--- config.mk ---
export PLATFORM = sky130hd
export DESIGN_NAME = dac_apb_multichannel
export DESIGN_NICKNAME = d
export VERILOG_FILES = /design/src/rtl/dac_apb_multichannel.sv
export SDC_FILE = /design/constraint.sdc
export NUM_CORES = 1
export LEC_CHECK = 0
export BUFFER_PORTS_ARGS = -buffer_cell sky130_fd_sc_hd__buf_2
export CORE_MARGIN = 2
export CORE_UTILIZATION = 48
export CTS_CLUSTER_SIZE = 12
export DETAILED_ROUTE_END_ITERATION = 7
export HOLD_SLACK_MARGIN = 0.02
export PLACE_DENSITY = 0.71
export SYNTH_ARGS = -nofsm -noshare
export SYNTH_HDL_FRONTEND = slang
export SYNTH_SLANG_ARGS = --single-unit
--- constraint.sdc ---
create_clock -name CLK -period 5.7 [get_ports CLK]
set_input_delay 0.57 -clock CLK [delete_from_list [all_inputs] [get_ports CLK]]
set_output_delay 0.57 -clock CLK [all_outputs]
set_load 0.02 [all_outputs]
--- src/rtl/dac_apb_multichannel.sv ---
// APB slave driving NCH DAC channels: per-channel shadow/output registers,
// immediate or synchronised update via software LOAD strobe or periodic timer.
module dac_apb_multichannel #(
  parameter int NCH = 4,
  parameter int DW  = 12,
  parameter int TW  = 16
) (
  input  logic              CLK,
  input  logic              RST,
  input  logic              PSEL,
  input  logic              PENABLE,
  input  logic              PWRITE,
  input  logic [31:0]       PADDR,
  input  logic [31:0]       PWDATA,
  input  logic [3:0]        PSTRB,
  output logic              PREADY,
  output logic [31:0]       PRDATA,
  output logic              PSLVERR,
  output logic [NCH*DW-1:0] DATA,
  output logic              UPDATE
);

  typedef enum logic {S_IDLE, S_RESP} state_t;

  state_t          state_q, state_d;
  logic [31:0]     prdata_q, prdata_d;
  logic            pslverr_q, pslverr_d;
  logic [DW-1:0]   shadow_q [NCH];
  logic [DW-1:0]   shadow_d [NCH];
  logic [DW-1:0]   dout_q [NCH];
  logic [DW-1:0]   dout_d [NCH];
  logic            mode_q, mode_d, ten_q, ten_d, pend_q, pend_d;
  logic [TW-1:0]   period_q, period_d, cnt_q, cnt_d;
  logic            chg_q, chg_d, update_q;

  logic [4:0]      off_w;
  logic            ch_hit, ctrl_hit, per_hit, load_hit, stat_hit, err;
  logic            access, wr_en, tick, load_fire;
  logic [DW-1:0]   sel_shadow, ch_wval;
  logic [31:0]     rd_val;
  logic            unused_bits;

  function automatic logic [DW-1:0] merge_dw(input logic [DW-1:0] old_v,
                                             input logic [31:0] wd, input logic [3:0] strb);
    for (int b = 0; b < DW; b++) merge_dw[b] = strb[b/8] ? wd[b] : old_v[b];
  endfunction

  function automatic logic [TW-1:0] merge_tw(input logic [TW-1:0] old_v,
                                             input logic [31:0] wd, input logic [3:0] strb);
    for (int b = 0; b < TW; b++) merge_tw[b] = strb[b/8] ? wd[b] : old_v[b];
  endfunction

  assign unused_bits = ^{PADDR[31:7], PADDR[1:0], PWDATA};

  assign off_w    = PADDR[6:2];
  assign ch_hit   = ({1'b0, off_w} < 6'(NCH));
  assign ctrl_hit = (off_w == 5'd16);
  assign per_hit  = (off_w == 5'd17);
  assign load_hit = (off_w == 5'd18);
  assign stat_hit = (off_w == 5'd19);
  assign err      = !(ch_hit || ctrl_hit || per_hit || load_hit || stat_hit);

  // Each transfer is accepted only from IDLE, giving one wait state and
  // a single-cycle PREADY even when the master holds PSEL/PENABLE high.
  always_comb begin
    state_d = S_IDLE;
    if (state_q == S_IDLE && PSEL && PENABLE) state_d = S_RESP;
  end

  assign access    = (state_q == S_IDLE) && PSEL && PENABLE;
  assign wr_en     = access && PWRITE && !err;
  assign tick      = ten_q && (cnt_q == period_q);
  assign load_fire = tick || (wr_en && load_hit && PWDATA[0] && PSTRB[0]);
  assign ch_wval   = merge_dw(sel_shadow, PWDATA, PSTRB);

  always_comb begin
    sel_shadow = '0;
    for (int n = 0; n < NCH; n++)
      if (off_w == 5'(n)) sel_shadow = shadow_q[n];
  end

  always_comb begin
    rd_val = '0;
    if (ch_hit)        rd_val[DW-1:0] = sel_shadow;
    else if (ctrl_hit) rd_val[1:0]    = {ten_q, mode_q};
    else if (per_hit)  rd_val[TW-1:0] = period_q;
    else if (stat_hit) rd_val[0]      = pend_q;
  end

  always_comb begin
    shadow_d  = shadow_q;
    dout_d    = dout_q;
    mode_d    = mode_q;
    ten_d     = ten_q;
    period_d  = period_q;
    pend_d    = pend_q;
    prdata_d  = (access && !PWRITE && !err) ? rd_val : '0;
    pslverr_d = access && err;
    cnt_d     = (!ten_q || tick) ? '0 : cnt_q + TW'(1);

    // Load first so a coincident shadow write keeps its new value pending.
    if (load_fire) begin
      dout_d = shadow_q;
      pend_d = 1'b0;
    end
    if (wr_en && ch_hit) begin
      for (int n = 0; n < NCH; n++) begin
        if (off_w == 5'(n)) begin
          shadow_d[n] = ch_wval;
          if (!mode_q) dout_d[n] = ch_wval;
        end
      end
      if (mode_q) pend_d = 1'b1;
    end
    if (wr_en && ctrl_hit && PSTRB[0]) begin
      mode_d = PWDATA[0];
      ten_d  = PWDATA[1];
    end
    if (wr_en && per_hit) begin
      period_d = merge_tw(period_q, PWDATA, PSTRB);
      cnt_d    = '0;
    end

    chg_d = 1'b0;
    for (int n = 0; n < NCH; n++)
      if (dout_d[n] != dout_q[n]) chg_d = 1'b1;
  end

  always_ff @(posedge CLK) begin
    if (!RST) begin
      state_q   <= S_IDLE;
      prdata_q  <= '0;
      pslverr_q <= 1'b0;
      mode_q    <= 1'b0;
      ten_q     <= 1'b0;
      pend_q    <= 1'b0;
      period_q  <= '0;
      cnt_q     <= '0;
      chg_q     <= 1'b0;
      update_q  <= 1'b0;
      for (int n = 0; n < NCH; n++) begin
        shadow_q[n] <= '0;
        dout_q[n]   <= '0;
      end
    end else begin
      state_q   <= state_d;
      prdata_q  <= prdata_d;
      pslverr_q <= pslverr_d;
      mode_q    <= mode_d;
      ten_q     <= ten_d;
      pend_q    <= pend_d;
      period_q  <= period_d;
      cnt_q     <= cnt_d;
      chg_q     <= chg_d;
      update_q  <= chg_q;
      shadow_q  <= shadow_d;
      dout_q    <= dout_d;
    end
  end

  assign PREADY  = (state_q == S_RESP);
  assign PRDATA  = prdata_q;
  assign PSLVERR = pslverr_q;
  assign UPDATE  = update_q;

  for (genvar gi = 0; gi < NCH; gi++) begin : g_data
    assign DATA[gi*DW +: DW] = dout_q[gi];
  end

endmodule

After elaboration in Yosys (flattened, before gate mapping)
Index checks and enable logic that the tools add are counted.
{ "op_classes": {"n_reduce_logical": 34, "eq_ne": 12, "mux": 40, "order_cmp": 1, "n_addsub": 1, "bitwise_logic": 4} }
{ "op_table": {"columns": ["operator", "count"], "rows": [
  ["2-to-1 mux 12 bit", 13],
  ["2-to-1 mux 48 bit", 2],
  ["!= test 12 bit", 4],
  ["2-to-1 mux 1 bit", 22],
  ["== test 5 bit, second input constant", 4],
  ["adder 16 x 1 -> 16 bit, second input constant", 1],
  ["== test 16 bit", 1],
  ["logical AND 1 bit", 15],
  ["AND reduction 2 bit", 7],
  ["2-to-1 mux 11 bit", 1],
  ["== test 5 x 2 -> 1 bit, second input constant", 2],
  ["2-to-1 mux 10 bit", 1],
  ["logical OR 1 bit", 6],
  ["== test 5 x 1 -> 1 bit, second input constant", 1],
  ["zero test 5 bit", 1],
  ["< comparator 5 x 3 -> 1 bit, second input constant", 1],
  ["OR reduction 5 bit", 1],
  ["NOT 1 bit", 4],
  ["zero test 1 bit", 3],
  ["OR reduction 3 bit", 1],
  ["2-to-1 mux 2 bit", 1]
]} }
{ "totals": {"output_inout_bits": 83, "reg_bits": 167, "word_cells": 113, "in_bits": 73} }

Depth between registers and ports, before layout
Gate-level depths: netlist (run 1).
{ "logic_depth": {"word_depth": 19, "mapped_depth": 12, "depth_no_buf": 9} }

Least setup slack after synthesis (run 1)
No wires, ideal clock.
{ "synth_timing": {"kind": "input-to-reg", "start": "input port PADDR[3]", "end": "register chg_q", "t_arrival_ps": 2776, "path_stages": 10, "path_slack_ps": 2785, "setup_ps": 139, "cell_sequence": "buf_2 > buf_1 > mux4_2 > a22oi_1 > clkbuf_1 > a21oi_1 > nor4_1 > nand4_1 > nor4_1 > a41oi_1"} }
{ "synth_via": {"elab_chain_cells": 19} }
{ "synth_rtl": {"columns": ["item", "line", "text"], "rows": [
  ["start: declaration", "13", "input logic [31:0] PADDR,"],
  ["< comparator 5 x 3 -> 1 bit or == test 5 bit (tied branches)", "56, 57", null],
  ["logical OR 1 bit (4 in a row)", "61", "assign err = !(ch_hit || ctrl_hit || per_hit || load_hit || stat_hit);"],
  ["logical AND 1 bit", "71", "assign wr_en = access && PWRITE && !err;"],
  ["logical AND 1 bit (3 in a row)", "73", "assign load_fire = tick || (wr_en && load_hit && PWDATA[0] && PSTRB[0]);"],
  ["logical OR 1 bit", "73", null],
  ["2-to-1 mux 48 bit", "102", "if (load_fire) begin"],
  ["2-to-1 mux 12 bit", "110", "if (!mode_q) dout_d[n] = ch_wval;"],
  ["2-to-1 mux 12 bit", "108", "if (off_w == 5'(n)) begin"],
  ["2-to-1 mux 48 bit (*)", "106", "if (wr_en && ch_hit) begin"],
  ["!= test 12 bit", "126", "if (dout_d[n] != dout_q[n]) chg_d = 1'b1;"],
  ["2-to-1 mux 1 bit (3 in a row)", "126", null],
  ["2-to-1 mux 1 bit (*)", "126", null],
  ["end signal: assignment", "154", "chg_q <= chg_d;"],
  ["end: declaration", "34", "logic chg_q, chg_d, update_q;"]
]} }
Mark *: on every way between the ends. The rest lies on a longest branch, timed or not.
A chain may end at the register's enable or synchronous reset.

Worst setup path in the final report (run 1)
{ "layout_timing": {"start": "input port PADDR[2]", "end": "register chg_q"} }
The elaborated chain is that of the path after synthesis.

==> metrics, run 1 <==
antenna violations before repair=1; fmax=268 MHz; # IOs=156; area leader, netlist=dfxtp_1; via count=7728; first-pass GRT wire length=39600 um; CP endpoint kind=register; Gate power share=0.062; die span in y=134 um; total track usage=0.287; most common cell in the netlist=dfxtp_1; Synth top area share=0.372; CORE AREA=16600 um^2; root buf cell=clkbuf_16; DP HPWL=17900 um; measured slew at the worst slew-check pin=0.989 ns; Sw Share=0.250; status=finished, final reports clean; Post-synth EDFFs=0; CP Launch Type=input port; Hold Buf Count CTS=0; CTS tree=built; largest net degree at the start of global routing=64; Initial Util=0.490; Final period util=0.656; Num CTS Buffers=17; Clk Latency, worst-skew pair=0.44 ns; commonest cells in the netlist=dfxtp_1, a211oi_1, nor2_1, nand2_1; Worst Path Arrival=4.01 ns; Max-Cap Viols=0; DRT Pass-1 Iters=5; Hold Slack=0.376 ns; HP Class=in2reg; Post-Syn Instances=958; relative max-transition margin=0.337; GRT overflow=0; WP data required=5.97 ns; vias in the first global route=6916; critical path peak fanout=20; commonest register cell after synthesis=dfxtp_1; area of the multi-input gates=4690 um^2; Final Max Slew Viols=0; layout cell share with drive strength beyond 1=0.171; area of the mapped netlist=8130 um^2; row count=47; Hold Vio Cnt, Final=0; postcts setup bufs=0; Synth cell types=63; sequential area share after synthesis=0.372; Crit Path Category=in2reg; Residual DRC=0; Yosys reg bits=151; starting DRC count in detailed routing=835; final setup vio count=0; clock tree buffer depth=2; PnR Total Power=2.30 mW; Final Non-Filler Cells=1247; r2r setup slk=2.26 ns; FF+latch area=3020 um^2; final wirelength=25900 um; Mean Syn Cell Area=8.49 um^2; Filler Cells Inserted=1534; post_cts resized=0; clock power share=0.475; Avg WL per Cell=20.7 um; final core occ=0.560; Die Wd=134 um; Synth Warn #=0; final setup TNS=0 ns; DR vias/cell=6.20; Pwr Density=247 nW/um^2; final net count=1087; RSZ-0062 raised after global routing=false; Cells after DPL=1214; Area contributors post-synth=dfxtp_1, a211oi_1, xnor2_1, nor2_1, xor2_1; sequential share of power=0.463; async set-or-reset flop fraction in the synthesized netlist=0; CTS H-tree depth=4; NetSw=573 uW; IO buf count=94; Clk pin slew, worst setup/hold paths=0.06 ns; Tmin final=3.74 ns; Pint=1.72 mW; synthesis-to-finish area growth=14.1%; Pleak=3.32 nW; Die Area=18000 um^2; VDD IR max=0.224 mV; Clock Skews=0.0107 ns; routability congestion estimate=0.939; Clock Sinks=151; Final ANT Viol Nets=0
## cell families after synthesis
family | after synthesis | share of synthesized area
DFF | 151 | 0.372
AOI/OAI and AO/OA | 271 | 0.239
muxes | 32 | 0.0526
adders and majority gates | 1 | 0.00154
buffers and inverters | 117 | 0.0643
other | 1 | 0.000461
xor gates and xnor gates | 83 | 0.0894
and+or+nand+nor | 302 | 0.181
## cells in the final DEF, fill, tap and decap left out, drive strengths merged, types with 4 or more instances in the layout
master and n:
nand4 12, o21ai 16, nor3b 6, nand2 60, buf 118, clkbuf 22, conb 16, a22oi 10
or3 14, and3 4, and2 5, o31ai 7, a221oi 4, nor4 12, nor2 101, clkinv 5
nor3 17, o311ai 7, a31oi 10, inv 21, xor2 27, o2bb2ai 4, o41ai 4, o221ai 4
mux2i 18, o31a 5, xnor2 56, a21oi 45, nor2b 34, o22ai 6, dfxtp 151, nand3 27
mux4 8, mux2 6, a22o 10, a211oi 123
## power groups by stage
stage / Combinational, mW / Sequential, mW / Clock (mW)
3_5_place_dp: 0.139 / 1.09 / 0
6_report: 0.143 / 1.06 / 1.09
5_1_grt: 0.151 / 1.06 / 1.14
2_1_floorplan: 0.0962 / 1.09 / 0
3_3_place_gp: 0.138 / 1.09 / 0
4_1_cts: 0.140 / 1.06 / 1.10
## critical path: stages
cell	delay (ns)
buf_2	0.49
nand2b_1	0.38
o221ai_1	0.48
o31a_1	0.64
xor2_1	0.20
nor2_1	0.07
nor4_1	0.29
nand4_1	0.14
nor4_1	0.47
a41oi_1	0.25
## layout make-up
type | instances | area share
antenna | 1 | 0.000270
multi-input combinational | 705 | 0.506
inverter | 20 | 0.00809
sequential | 151 | 0.326
clock buffer | 22 | 0.0500
tap | 220 | 0.0297
timing repair buffer | 118 | 0.0701
clock inverter | 10 | 0.0105
## layer usage
metal  vias up  GRT usage  part of all wire
li1       3602          -                 -
met1      3665      0.402              0.43
met2       408      0.438              0.45
met3        53     0.0574             0.092
met4         0      0.108             0.027
met5         -          0                 0
## final timing paths
check / from / end / cells after the start
min: PWDATA[12] / period_q[12] / 3
max reg2reg: mode_q / chg_q / 9
min reg2reg: chg_q / UPDATE / 1
max: PADDR[2] / chg_q / 10
## state kept, by name (all words and copies together) (netlist names)
register,flops
DATA,48
shadow_q,48
chg_q,1
cnt_q,16
mode_q,1
pend_q,1
period_q,16
PSLVERR,1
PRDATA,16
UPDATE,1
ten_q,1
PREADY,1
## stage by stage
step,worst slack (ns),instance area (um^2)
5_1_grt,1.82,9280
3_5_place_dp,1.56,8720
3_3_place_gp,1.59,8720
6_report,1.96,9280
4_1_cts,2.02,9280
2_1_floorplan,2.78,8190
Power figures use the tool's default switching activity.
==> run 2: changes to the inputs <==
Clock period 5.7 ns to 3.5 ns, I/O delays scaled along.
==> metrics, run 2 (synthesis gave the netlist of run 1 again) <==
status=finished, final reports clean; measured slew at the worst slew-check pin=0.676 ns; vias in the first global route=7145; Final Max Slew Viols=0; most frequent cells in the layout=dfxtp_1, a211oi_1, nor2_1, buf_2, nand2_1; row count=47; Max-Cap Viols=0; Worst setup endpoint=chg_q; worst r2r path cells=9; antenna violations before repair=0; Die Wd=134 um; DRT Pass-1 Iters=8; most common cell after layout, fill and taps aside=dfxtp_1; final setup vio count=0; GRT overflow=0; critical path peak fanout=6; Die Area=18000 um^2; CP endpoint kind=register; Hold Slack=0.163 ns; via count=7839; Clock Skews=0.0108 ns; post_cts resized=0; clock tree buffer depth=2; Pleak=3.46 nW; IO buf count=94; synthesis-to-finish area growth=17.1%; Hold Buf Count CTS=0; HP Class=in2reg; CORE AREA=16600 um^2; Initial Util=0.490; antenna cells=0; Clock Sinks=151; RSZ-0062 raised after global routing=false; first-pass GRT wire length=41000 um; Hold Vio Cnt, Final=0; PnR Total Power=3.92 mW; final net count=1110; Clk pin slew, worst setup/hold paths=0.07 ns; die span in y=134 um; Final Non-Filler Cells=1268; CP startpoint=mode_q; final setup TNS=0 ns; final wirelength=26200 um; fmax=320 MHz; CP Launch Type=register; Crit Path Category=reg2reg; root buf cell=clkbuf_16; Num CTS Buffers=17; routability congestion estimate=0.950; # IOs=156; largest net degree at the start of global routing=106; DR vias/cell=6.18; Final ANT Viol Nets=0; Pwr Density=412 nW/um^2; VDD IR max=0.362 mV; total track usage=0.294; Worst Path Arrival=3.41 ns; Final period util=0.893; starting DRC count in detailed routing=803; Reg-to-Reg End=chg_q; Tmin final=3.12 ns; DP HPWL=18400 um; Residual DRC=0; r2r setup slk=0.38 ns; relative max-transition margin=0.548; Cells after DPL=1237; postcts setup bufs=0; Clk Latency, worst-skew pair=0.43 ns; WP data required=3.79 ns; reg2reg start=mode_q; CTS H-tree depth=4; layout cell share with drive strength beyond 1=0.189; Avg WL per Cell=20.6 um; CTS tree=built
[run 2: how the worst min path moves through the flow]
stage                  from           end  slack, ns  cells past startpoint
2_1_floorplan         chg_q        UPDATE       0.41                      1
3_3_place_gp   period_q[13]  period_q[13]       0.47                      2
3_5_place_dp         pend_q        pend_q       0.47                      2
4_1_cts          PWDATA[14]  period_q[14]       0.16                      3
5_1_grt          PWDATA[14]  period_q[14]       0.16                      3
6_report         PWDATA[14]  period_q[14]       0.16                      3
[run 2: where the power goes]
| group | total [mW] | internal (mW) | switching, mW |
|---|---|---|---|
| registers | 1.73 | 1.72 | 0.00706 |
| logic | 0.249 | 0.0792 | 0.170 |
| clock network | 1.94 | 1.19 | 0.751 |
[run 2: worst max-delay path, stage by stage (launching register included)]
cell,delay [ns]
dfxtp_1,0.34
or4_1,0.68
or3_1,0.52
o31a_1,0.17
nor3b_2,0.15
o21ai_1,0.12
a221oi_2,0.20
nand4_1,0.16
nor4_1,0.45
a41oi_1,0.18
[run 2: stage by stage]
stage	instance area (um^2)	worst slack (ns)	utilization
3_5_place_dp	8920	0.208	0.538
6_report	9530	0.376	0.574
2_1_floorplan	8190	0.805	-
5_1_grt	9530	0.130	0.574
3_3_place_gp	8920	0.313	0.538
4_1_cts	9530	0.414	0.574
[run 2: layout make-up]
| class | count | area, um^2 |
|---|---|---|
| well taps | 220 | 275 |
| clock buffers | 19 | 433 |
| clock inverters | 12 | 178 |
| multi-input cells | 705 | 4690 |
| inverters | 20 | 75.1 |
| flip-flops and latches | 151 | 3020 |
| fillers | 1525 | 7060 |
| repair buffers | 141 | 848 |
[run 2: metal layers]
layer  wire length (um)  global-route usage
met2              11700               0.446
met3               2600              0.0680
met5                  0                   0
met4                731               0.103
met1              11100               0.410
==> run 3: changes to the inputs <==
Settings changed: BUFFER_PORTS_ARGS -buffer_cell sky130_fd_sc_hd__buf_2 to -buffer_cell sky130_fd_sc_hd__buf_4, SKIP_LAST_GASP from default to 1.
==> metrics, run 3 (synthesis gave the netlist of run 1 again) <==
status=finished, final reports clean; Pwr Density=401 nW/um^2; Clk pin slew, worst setup/hold paths=0.06 ns; measured slew at the worst slew-check pin=0.849 ns; vias in the first global route=7046; WP data required=3.80 ns; Pleak=3.48 nW; routability congestion estimate=0.987; Clock Skews=0.0186 ns; hold path cells=3; Hold Vio Cnt, Final=0; hold_sp=PWDATA[15]; postcts setup bufs=0; Filler Cells Inserted=1507; Sw Share=0.234; hold endpoint=period_q[15]; first-pass GRT wire length=41200 um; clock power share=0.492; Crit Path Category=reg2reg; CP endpoint kind=register; via count=7775; antenna cells=0; Pint=3.00 mW; layout cell share with drive strength beyond 1=0.190; PnR Total Power=3.92 mW; r2r setup slk=0.42 ns; top cell family by delay on the critical path=compound AO/OA/AOI/OAI gates; DP Area=9160 um^2; worst-path cell chain=inv_1 -> a2111oi_0 -> o22ai_1 -> nor3b_2 -> o21ai_1 -> a221oi_2 -> nand4_1 -> nor4_1 -> buf_4 -> a41oi_1; CTS H-tree depth=4; Initial Util=0.490; row count=47; Max-Cap Viols=0; Final ANT Viol Nets=0; final net count=1111; final wirelength=26700 um; CTS tree=built; DR vias/cell=6.13; antenna violations before repair=0; Final period util=0.880; Reg-to-Reg End=chg_q; critical path peak fanout=4; reg2reg start=DATA[0]; DP HPWL=19200 um; largest net degree at the start of global routing=65; Gate power share=0.067; final setup TNS=0 ns; total track usage=0.299; root buf cell=clkbuf_16; Tmin final=3.08 ns; Die Wd=134 um; CP Launch Type=register; final setup vio count=0; DRT Pass-1 Iters=5; Final Max Slew Viols=0; die span in y=134 um; Final Non-Filler Cells=1269; VDD IR max=0.344 mV; Buffers & Inverters on Critical Path=2; Final Cell Area=9770 um^2; Cells after DPL=1238; Worst Path Arrival=3.38 ns; final core occ=0.589; Hold Buf Count CTS=0; relative max-transition margin=0.419; max incr delay on CP=0.80 ns; # IOs=156; post_cts resized=0; RSZ-0062 raised after global routing=false; Clock Sinks=151; Residual DRC=0; most common cell after layout, fill and taps aside=dfxtp_1; most frequent cells in the layout=dfxtp_1, buf_4, a211oi_1, nor2_1, nand2_1; worst r2r path cells=10; fmax=325 MHz; IO buf count=94; Num CTS Buffers=17; sequential share of power=0.442; GRT overflow=0; CORE AREA=16600 um^2; Clk Latency, worst-skew pair=0.44 ns; starting DRC count in detailed routing=884; HP Class=in2reg; synthesis-to-finish area growth=20.1%; NetSw=917 uW; Die Area=18000 um^2; clock tree buffer depth=2; CP max-delay cell=a2111oi_0; Avg WL per Cell=21.0 um
## run 3: cell count changes in the layout (fill, tap and decap cells not counted), sizes merged
cell      previous run  this run
inv                 21        22
clkinv               3         4
buf                141       142
clkinvlp             4         2
## run 3: worst max-delay path by stage
| stage | from | endpoint | depth (start not counted) | slack (ns) |
|---|---|---|---|---|
| floorplan | PADDR[3] | chg_q | 10 | 0.80 |
| global placement | PADDR[3] | chg_q | 10 | 0.31 |
| detailed placement | PADDR[3] | chg_q | 11 | 0.32 |
| CTS | mode_q | chg_q | 10 | 0.53 |
| global route | mode_q | chg_q | 10 | 0.30 |
| finish | DATA[0] | chg_q | 10 | 0.42 |
## run 3: metal layers
| metal | GRT usage | up-vias | wire (um) |
|---|---|---|---|
| met5 | 0 | - | 0 |
| met4 | 0.138 | 0 | 940 |
| met3 | 0.0612 | 53 | 2300 |
| met2 | 0.430 | 367 | 11600 |
| met1 | 0.428 | 3713 | 11800 |
| li1 | - | 3642 | - |
## run 3: worst register-to-register path, stage by stage, from the launching register on
cell and delay [ns]:
dfxtp_1 0.45, inv_1 0.14, a2111oi_0 0.80, o22ai_1 0.33, nor3b_2 0.24, o21ai_1 0.10
a221oi_2 0.17, nand4_1 0.13, nor4_1 0.32, buf_4 0.17, a41oi_1 0.10
## run 3: metrics by stage
stage                     setup slack (ns)  hold WS [ns]
after floorplan                      0.805         0.412
after global placement               0.307         0.466
after detailed placement             0.319         0.477
after CTS                            0.534         0.170
after global routing                 0.296         0.170
final                                0.419         0.173
## run 3: power by group through the flow
stage	combinational, mW	clock [mW]	sequential (mW)
2_1_floorplan	0.157	0	1.77
3_3_place_gp	0.253	0	1.77
3_5_place_dp	0.253	0	1.77
4_1_cts	0.255	1.94	1.73
5_1_grt	0.276	2.02	1.73
6_report	0.261	1.93	1.73
## run 3: final cells by class
type	count	area (um^2)	area share
Clock buffer	19	433	0.0443
Clock inverter	12	176	0.0181
Inverter	20	75.1	0.00769
Multi-Input combinational cell	705	4690	0.481
Sequential cell	151	3020	0.309
Tap cell	220	275	0.0282
Timing Repair Buffer	142	1090	0.112
